File: src/rtl/seq_adder_pkg.sv
// Shared types and sizing helpers for the multi-cycle chunked adder.
package seq_adder_pkg;

   typedef enum logic [1:0] {
      IDLE = 2'd0,
      RUN  = 2'd1,
      DONE = 2'd2
   } seq_adder_state_t;

   // Number of chunk cycles per operation.
   function automatic int calc_n(input int width, input int chunk);
      return width / chunk;
   endfunction

   // Counter width; never below one bit, even when a single chunk covers the word.
   function automatic int calc_cnt_w(input int n);
      return (n <= 1) ? 1 : $clog2(n);
   endfunction

endpackage

File: src/rtl/seq_adder_chunk_adder.sv
// Combinational CHUNK-bit ripple-carry adder; also exposes the carry into its MSB
// so the caller can derive signed overflow.
module chunk_adder #(
   parameter int CHUNK = 4
) (
   input  logic [CHUNK-1:0] a,
   input  logic [CHUNK-1:0] b,
   input  logic             ci,
   output logic [CHUNK-1:0] sum,
   output logic             co,
   output logic             c_msb
);

   logic [CHUNK:0] c;

   always_comb begin
      c    = '0;
      sum  = '0;
      c[0] = ci;
      for (int i = 0; i < CHUNK; i++) begin
         sum[i]   = a[i] ^ b[i] ^ c[i];
         c[i+1]   = (a[i] & b[i]) | (c[i] & (a[i] ^ b[i]));
      end
   end

   assign co    = c[CHUNK];
   assign c_msb = c[CHUNK-1];

endmodule

File: src/rtl/seq_adder.sv
// Multi-cycle x + y + c_in adder, CHUNK bits per clock, valid/ready on both sides.
// Define SEQ_ADDER_SUB_EN to add the sub port (x - y - c_in as x + ~y + !c_in).
module seq_adder
   import seq_adder_pkg::*;
#(
   parameter int WIDTH = 32,
   parameter int CHUNK = 4
) (
   input  logic             clk,
   input  logic             rst_n,
   input  logic             in_valid,
   output logic             in_ready,
   input  logic [WIDTH-1:0] x,
   input  logic [WIDTH-1:0] y,
   input  logic             c_in,
`ifdef SEQ_ADDER_SUB_EN
   input  logic             sub,
`endif
   output logic             out_valid,
   input  logic             out_ready,
   output logic [WIDTH-1:0] s,
   output logic             c_out,
   output logic             ovf
);

   localparam int N  = calc_n(WIDTH, CHUNK);
   localparam int CW = calc_cnt_w(N);
   localparam logic [CW-1:0] LAST = CW'(N - 1);

   // Handshake: a transfer happens on a rising edge where valid and ready are both 1.
   // in_ready is combinational from state and out_ready so a result can be drained
   // and new operands taken on the same edge.

   seq_adder_state_t state, state_next;

   logic [WIDTH-1:0] x_q, y_q, s_next;
   logic [CW-1:0]    cnt;
   logic             carry;
   logic [CHUNK-1:0] a_chunk, b_chunk, sum;
   logic             co, c_msb;
   logic             accept;

   assign in_ready = rst_n & ((state == IDLE) | ((state == DONE) & out_ready));
   assign accept   = in_valid & in_ready;

   always_ff @(posedge clk or negedge rst_n) begin
      if (!rst_n) state <= IDLE;
      else        state <= state_next;
   end

   always_comb begin
      state_next = state;
      case (state)
         IDLE: if (accept) state_next = RUN;
         RUN:  if (cnt == LAST) state_next = DONE;
         DONE: if (out_ready) state_next = in_valid ? RUN : IDLE;
         default: state_next = IDLE;
      endcase
   end

   always_comb begin
      a_chunk = '0;
      b_chunk = '0;
      for (int i = 0; i < N; i++) begin
         if (cnt == CW'(i)) begin
            a_chunk = x_q[i*CHUNK +: CHUNK];
            b_chunk = y_q[i*CHUNK +: CHUNK];
         end
      end
   end

   chunk_adder #(.CHUNK(CHUNK)) u_chunk (
      .a     (a_chunk),
      .b     (b_chunk),
      .ci    (carry),
      .sum   (sum),
      .co    (co),
      .c_msb (c_msb)
   );

   always_comb begin
      s_next = s;
      for (int i = 0; i < N; i++) begin
         if (cnt == CW'(i)) s_next[i*CHUNK +: CHUNK] = sum;
      end
   end

   // Subtraction is folded into the captured operand so RUN is identical for both modes.
   always_ff @(posedge clk or negedge rst_n) begin
      if (!rst_n) begin
         x_q       <= '0;
         y_q       <= '0;
         carry     <= 1'b0;
         cnt       <= '0;
         s         <= '0;
         c_out     <= 1'b0;
         ovf       <= 1'b0;
         out_valid <= 1'b0;
      end else if (accept) begin
         x_q       <= x;
`ifdef SEQ_ADDER_SUB_EN
         y_q       <= sub ? ~y : y;
         carry     <= sub ? ~c_in : c_in;
`else
         y_q       <= y;
         carry     <= c_in;
`endif
         cnt       <= '0;
         out_valid <= 1'b0;
      end else if (state == RUN) begin
         s     <= s_next;
         carry <= co;
         cnt   <= cnt + CW'(1);
         if (cnt == LAST) begin
            c_out     <= co;
            ovf       <= co ^ c_msb;
            out_valid <= 1'b1;
         end
      end else if ((state == DONE) && out_ready) begin
         out_valid <= 1'b0;
      end
   end

endmodule
File: config.mk
export PLATFORM = sky130hd
export DESIGN_NAME = seq_adder
export DESIGN_NICKNAME = d
export VERILOG_FILES = /design/src/rtl/seq_adder_pkg.sv /design/src/rtl/seq_adder_chunk_adder.sv /design/src/rtl/seq_adder.sv
export SDC_FILE = /design/constraint.sdc
export NUM_CORES = 1
export LEC_CHECK = 0
export ABC_CLOCK_PERIOD_IN_PS = 5200
export CAP_MARGIN = 20
export CORE_MARGIN = 2
export CORE_UTILIZATION = 49
export DETAILED_ROUTE_END_ITERATION = 10
export GPL_TIMING_DRIVEN = 0
export PLACE_DENSITY = 0.83
export RECOVER_POWER = 50
export SLEW_MARGIN = 20
export SYNTH_ARGS = -nofsm -noshare
export SYNTH_HDL_FRONTEND = slang
export SYNTH_SLANG_ARGS = --single-unit
export TNS_END_PERCENT = 100
File: constraint.sdc
create_clock -name clk -period 5.2 [get_ports clk]
set_input_delay 1.04 -clock clk [delete_from_list [all_inputs] [get_ports clk]]
set_output_delay 1.04 -clock clk [all_outputs]
set_load 0.01 [all_outputs]
-- After elaboration in Yosys (flattened, before gate mapping)
Cells that the tools add are included.
- output and inout port bits: 36
- logic and storage cells: 100
- flip-flop bits (word level): 105
- reductions and logical operators: 15
- equality and inequality tests: 13
- bitwise logic cells: 26
- muxes and demuxes: 29
- $add $sub $neg: 1
- operators with widths (kind ; number):
    $mux 4 ; 16
    $reduce_and 3->1 ; 9
    $eq 3x3->1 const B ; 4
    $and 1x1->1 ; 11
    $xor 1x1->1 ; 9
    $mux 1 ; 7
    $eq 3x2->1 const B ; 2
    $mux 2 ; 3
    $mux 3 ; 2
    $ne 2x2->1 const B ; 3
    $pmux 2 s3 ; 1
    $or 1x1->1 ; 5
    $add 3x1->3 const B ; 1
    $eq 3x1->1 const B ; 1
    $logic_not 3->1 ; 1
    $ne 3x3->1 const B ; 1
    $reduce_bool 3->1 ; 1
    $eq 2x1->1 const B ; 1
    $eq 2x2->1 const B ; 1
    $logic_not 2->1 ; 1
    $reduce_and 2->1 ; 1
    $reduce_bool 2->1 ; 1
    $logic_and 1x1->1 ; 1
    $not 1->1 ; 1

-- Longest topological paths before layout
- depth in word-level cells: 20
- gate-level depth with buffers: 17

-- By module
A second synthesis with hierarchy kept.
- cell total of the unflattened synthesis: 413
- area, all modules: 5251.3 sq um
- by module, submodules not included (module ; area an instance (sq um) ; times used ; cells an instance):
    seq_adder ; 5141.2 ; 1 ; 401
    chunk_adder ; 110.1 ; 1 ; 12

-- Worst setup path after synthesis
No wires, ideal clock.
- path type: reg-to-reg
- start: register cnt[2]
- end: register s[31]
- setup time: 0.127 ns
- stages on the path, launching flop included: 16
- buffers on the path: 1
- slack: 1.407 ns
- data required time: 5.073 ns
- arrival: 3.666 ns
- cells stage by stage: dfrtp_1 inv_1 clkbuf_1 ha_1 nor2_1 o21a_1 a211oi_1 o41a_1 fa_1 inv_1 fa_1 inv_1 fa_1 inv_1 fa_1 mux2_1
- cells in the longest elaborated chain, start to end: 17
- elaborated cells on any way between the ends: 39
- RTL lines (item ; RTL line ; source):
    from (decl) ; seq_adder.sv:37 ; logic [CW-1:0] cnt;
    from (signal assigned) ; seq_adder.sv:113 ; cnt <= cnt + CW'(1);
    $logic_not 3->1 ; seq_adder.sv:65 ; if (cnt == CW'(i)) begin
    $mux 4 (8 in series) ; seq_adder.sv:65 ;
    $xor 1x1->1 ; seq_adder_chunk_adder.sv:22 ; c[i+1] = (a[i] & b[i]) | (c[i] & (a[i] ^ b[i]));
    $and 1x1->1 ; seq_adder_chunk_adder.sv:22 ;
    $or 1x1->1 ; seq_adder_chunk_adder.sv:22 ;
    $and 1x1->1 ; seq_adder_chunk_adder.sv:22 ;
    $or 1x1->1 ; seq_adder_chunk_adder.sv:22 ;
    $and 1x1->1 ; seq_adder_chunk_adder.sv:22 ;
    $or 1x1->1 ; seq_adder_chunk_adder.sv:22 ;
    $xor 1x1->1 * ; seq_adder_chunk_adder.sv:21 ; sum[i] = a[i] ^ b[i] ^ c[i];
    net sum[3] ; seq_adder.sv:39 ; logic [CHUNK-1:0] a_chunk, b_chunk, sum;
    to (signal assigned) ; seq_adder.sv:111 ; s <= s_next;
    to (decl) ; seq_adder.sv:21 ; output logic [WIDTH-1:0] s,
The timed path passes the listed nets; every way through them passes the cells marked *.
A chain may end at the register's enable or synchronous reset.

-- Final worst setup path
Same ends and word-level chain as after synthesis.

==> results by group <==
Logic synthesis
  – Largest family of logic cells by synthesized area: multiplexers
  – Netlist Area Pre-Place: 5050 um^2
  – Yosys reg bits: 105
  – Syn_nets: 488
  – Register area share after synthesis: 52.0%
  – Number of flops mapped to enable cells by yosys: 0
  – Adder-cell share of the synthesized area: 3.07%
  – Async S/R FF share, synth: 100%
  – Top cells by area, synth: dfrtp_1 (52%), mux2_4 (11%), mux2_2 (8.9%)
  – Synth Instances: 409
  – Largest area contributor in the netlist: dfrtp_1
  – Synthesized area per cell: 12.4 um^2
  – Ys flop type: dfrtp_1
  – Synth top area share: 52.0%
  – Post-synthesis simple-gate area fraction: 8.29%
  – Ys Warns: 0
  – Post-Synth XOR/XNOR Area: 0.347%
  – Synth Area in Compound Gates: 11.1%
  – Post-synthesis cell type count: 41
  – Multiplexer share of the synthesized area: 21.1%

Clock network
  – Root Buffer Master: clkbuf_8
  – Post-CTS setup repair buffer count: 0
  – Clock latency on the worst-skew pair: 0.37 ns
  – Cts bufs inserted: 9
  – Post-CTS sizing: 0
  – Clock slew at reported path FFs: 0.09 ns
  – Clock Sinks: 105
  – Clk buf depth: 2
  – TritonCTS clock tree: yes
  – Hold Buf Count CTS: 0
  – H-tree levels: 3

Route
  – Drt first pass iters: 4
  – Vias per inst: 5.37
  – DRC Markers: 0
  – 1st-iter DRT viols: 157
  – WL/cell: 17.5 um
  – Total number of vias: 3578
  – DRT antenna net count: 0
  – DRT Wirelength: 11.6 mm

STA
  – RSZ-0062 raised after global routing: false
  – Final hold violations: 0
  – Final setup viols: 0
  – Slew Limit Headroom: -31.5%
  – Layout Skew: 0.00839 ns
  – Period utilization: 87.0%
  – FMAX: 221 MHz
  – Slew @ Worst Pin: 1.97 ns
  – Hold_ws: 0.484 ns
  – Min Tclk post-route: 4.52 ns
  – Max-slew violations: 111

Placed design
  – PortBufs: 104
  – DPL Wire Length: 8.81 mm
  – GPL Wtd Cong: 0.848

Final layout
  – Area of the multi-input gates: 2220 um^2
  – Most frequent cells in the layout: dfrtp_1 (105), clkdlybuf4s50_1 (102), nand2_1 (41)
  – Area Growth Syn to Fin: 27.6%
  – Diode count: 0
  – Layout cells sized above 1: 22.1%
  – NumNets Final: 604
  – Sequential cell area: 2630 um^2
  – Commonest non-fill, non-tap cell in the layout: dfrtp_1
  – Fill cells: 787

Worst setup path
  – Data arrival time of the critical path: 4.78 ns
  – Crit end category: flop
  – CP Class: flop to flop
  – Data required, critical path: 5.46 ns
  – Reg2reg start: cnt[2]$_DFFE_PN0P_
  – Crit path launch: cnt[2]$_DFFE_PN0P_
  – Startpoint Class: flop
  – CP Max Fanout: 10

Pwr
  – Pwr/cell area: 665 nW/um^2
  – Peak VDD IR: 0.412 mV
  – Leakage: 2.87 nW
  – Total chip power: 4.29 mW

Global route
  – Gr usage total: 21.9%
  – Largest net degree at the start of global routing: 71
  – Initial antenna violation count: 0
  – First-pass GRT wire length: 18.9 mm
  – Grt ovf: 0
  – Vias in the first global route: 3689

Floorplan
  – Die footprint: 11100 um^2
  – Initial core utilization: 49.6%
  – Core area: 10200 um^2
  – Die H: 106 um
  – Die X-Extent: 106 um
  – Num ports: 105
  – Number of cell rows: 37

Job
  – Max_cap viols: 2

Min path
  – Worst Min Path Start: s[26]$_DFFE_PN0P_
  – Worst hold path type: flop to flop

Run status
  – Outcome: complete, but fails checks
  – Failing checks: capacitance limit, slew limit
## cell type report
class                      count  share of cell area [%]
sequential                   105                    40.7
timing repair buffer         105                    16.1
multi-input combinational    266                    34.4
buffer                        21                    2.15
clock buffer                  11                    2.35
clock inverter                 5                   0.601
tap                          136                    2.64
inverter                      17                   0.990
## cells by family (layout without fill, tap and decap cells)
family | after synthesis | after routing
buf+inv | 38 | 159
xor+xnor | 2 | 2
compound gates | 85 | 85
simple gates | 87 | 87
flops | 105 | 105
mux | 82 | 82
fa+ha+maj | 10 | 10
## sequential cells by signal (all words and copies together), names as in the netlist
register,flops
c_out,1
carry,1
cnt,3
out_valid,1
ovf,1
s,32
state,2
x_q,32
y_q,32
## synth_stat cells (6+ instances only)
master,number
o21ai_0,20
o32ai_1,9
mux2_2,40
mux2_4,38
nand2_1,41
buf_2,7
nand3_1,7
ha_1,6
nor3b_1,6
nor2_1,18
dfrtp_1,105
a21oi_1,29
inv_1,16
## power breakdown
group | switching (mW) | internal, mW | total [mW]
Clock | 0.274 | 0.203 | 0.477
Sequential | 0.274 | 1.22 | 1.50
Combinational | 1.17 | 1.14 | 2.31
## layer usage
metal,wire length [um],global-route usage (%),vias to the layer above
li1,-,-,1677
met1,5050,29.5,1751
met2,5710,35.6,126
met3,652,4.21,24
met4,229,7.99,0
met5,0,0,-
## worst max-delay path, cell delays in order, from the launching register on
cell	delay [ns]
dfrtp_1	0.45
inv_1	0.11
clkbuf_1	0.25
ha_1	0.40
nor2_1	0.49
o21a_1	0.20
a211oi_1	0.08
o41a_1	0.35
fa_1	0.40
inv_1	0.07
fa_1	0.16
inv_1	0.05
fa_1	0.41
inv_1	0.09
fa_1	0.55
mux2_1	0.34
## stage by stage
step / TNS [ns] / cell area (um^2) / worst slack (ns) / util, % / instances
after floorplan: 0 / 5050 / 1.41 / - / 409
after global placement: -151.56 / 6260 / -1.76 / 61.5 / 649
after detailed placement: 0 / 6290 / 0.668 / 61.8 / 650
after CTS: 0 / 6480 / 0.636 / 63.7 / 666
after global routing: 0 / 6450 / 0.423 / 63.3 / 666
final: 0 / 6450 / 0.678 / 63.3 / 666
## path summary, 6_finish.rpt
path                                  endpoint  slack, ns  cells after the start
min reg2reg                  s[26]$_DFFE_PN0P_       0.48                      2
min                          s[26]$_DFFE_PN0P_       0.48                      2
min in group asynchronous  y_q[14]$_DFFE_PN0P_       1.20                      1
max                          s[31]$_DFFE_PN0P_       0.68                     15
max in group asynchronous    s[11]$_DFFE_PN0P_       1.51                      2
max reg2reg                  s[31]$_DFFE_PN0P_       0.68                     15
Power figures use the tool's default switching activity.
==> RTL change: new RTL, config.mk and constraints unchanged <==
`CHUNK` is set to 4 in 2 places; all go to 3.
--- a/src/rtl/seq_adder_chunk_adder.sv
+++ b/src/rtl/seq_adder_chunk_adder.sv
@@ -3,3 +3,3 @@
 module chunk_adder #(
-   parameter int CHUNK = 4
+   parameter int CHUNK = 3
 ) (
--- a/src/rtl/seq_adder.sv
+++ b/src/rtl/seq_adder.sv
@@ -6,3 +6,3 @@
    parameter int WIDTH = 32,
-   parameter int CHUNK = 4
+   parameter int CHUNK = 3
 ) (
Check against the original RTL: not equivalent (Yosys sat finds a counterexample within 4 cycles, from zero or initial values and one cycle with rst_n low).
==> RTL change against the original RTL <==
Setup slack improved by 690 ps; hold slack better by 8.0 ps; largest cell class unchanged; design area shrank 5.0%; sequential cell count decreased by 5; non-clock buffer count increased by 1; wire length shrank 5.1%; clock skew rose by 2.4 ps; highest routed layer unchanged; area after synthesis fell by 6.1%; power decreased by 9.8%; critical endpoint is now s[17].
==> RTL change: results <==
[logic_synthesis]
seq_area_frac_synth_pct = 52.7
synth_compound_area_share_pct = 9.57
synth_xor_area_share_pct = 0.738
ys_top_cells_by_count = 100 x dfrtp_1, 58 x mux2_1, 27 x nand2_1, 24 x mux2_2, 23 x o21ai_0
synth_cell_types = 50
synth_area_leaders = dfrtp_1 53%, mux2_1 14%, mux2_2 5.7%
yosys.area_share.adder_pct = 2.32
async_flop_share_pct = 100
synthMuxAreaShare_pct = 19.7

[routing]
wl_um = 11100
drt_pass1_iterations = 5
num_vias = 3485
wl_met1_um = 4690
drt_iter0_markers = 217
wl_met2_um = 5470
dr_wl_met3_um = 660

[clock_tree]
cts_sinks = 100
cts_root_buf = clkbuf_8
ctsResizeCount = 0

[pwr]
p_leak_nw = 2.63
vdd_drop_max_mv = 0.320
power_switching_mw = 1.55

[sta]
whs_ps = 492
fin_skew_ps = 10.8
period_needed_ps = 3840

[final_layout]
nets = 580
inverters = 15
buffers = 127
multi_input_gates = 251
drive_above_1_share_pct = 14.5
clockBufferCount = 10
clkCellAreaFrac_pct = 3.65
nonClkBufAreaFrac_pct = 19.3
reg.largest.list = s x30, x_q x30, y_q x30
fillers = 744
seq_area_um2 = 2500
multi_input_area_share_pct = 32.6

[run_status]
status = complete, no violations

[hold_path]
min_path_cells = 1
hp-start = x_q[11]
min_to = x_q[11]

[setup_path]
arrival_ps = 4090
max_stage_delay_ps = 450
r2r_end = s[17]
r2r_setup_slack_ps = 1360
rr_startpoint = cnt[0]
critPathSlowestCell = dfrtp_1

[placed_design]
dp_slack_ps = 1460
gp_congestion = 0.909
place_hpwl_um = 8170
io_buffers = 98

[grt]
met2_usage_pct = 37.9
grtUsageMet3_pct = 4.99
met1_usage_pct = 29.6
grt_pass1_wl_um = 17900
-- RTL change: cell count changes in the layout (fill, tap and decap cells not counted), sizes merged, moves of 6 or more --
cell / before / now
dlygate4sd3: 1 / 8
o32ai: 9 / 0
nand2: 42 / 27
clkbuf: 19 / 11
a21oi: 29 / 19
buf: 15 / 29
clkdlybuf4s50: 102 / 89
nor3b: 8 / 2
nand3b: 0 / 7
-- RTL change: metrics by stage --
| stage | area, um2 | cells | utilization (%) | setup TNS, ps |
|---|---|---|---|---|
| final | 6130 | 638 | 65.7 | 0 |
| after global routing | 6130 | 638 | 65.7 | 0 |
| after CTS | 6140 | 638 | 65.9 | 0 |
| after detailed placement | 5920 | 622 | 63.5 | 0 |
| after global placement | 5890 | 621 | 63.2 | -125610 |
| after floorplan | 4750 | 394 | - | 0 |
-- RTL change: logic make-up (layout without fill, tap and decap cells) --
| group | Yosys count | count (layout) |
|---|---|---|
| buffers and inverters | 43 | 158 |
| DFF | 100 | 100 |
| muxes | 83 | 83 |
| AOI/OAI and AO/OA | 72 | 72 |
| and+or+nand+nor | 83 | 83 |
| adders and majority gates | 7 | 7 |
| xor gates and xnor gates | 4 | 4 |
| other | 1 | 2 |
-- RTL change: power groups by stage --
| stage | clock, mW | sequential [mW] | combinational (mW) |
|---|---|---|---|
| 6_report | 0.550 | 1.39 | 1.93 |
| 5_1_grt | 0.591 | 1.44 | 2.14 |
| 4_1_cts | 0.558 | 1.39 | 1.97 |
| 3_5_place_dp | 0 | 1.41 | 1.95 |
| 3_3_place_gp | 0 | 1.39 | 1.90 |
| 2_1_floorplan | 0 | 1.38 | 1.20 |
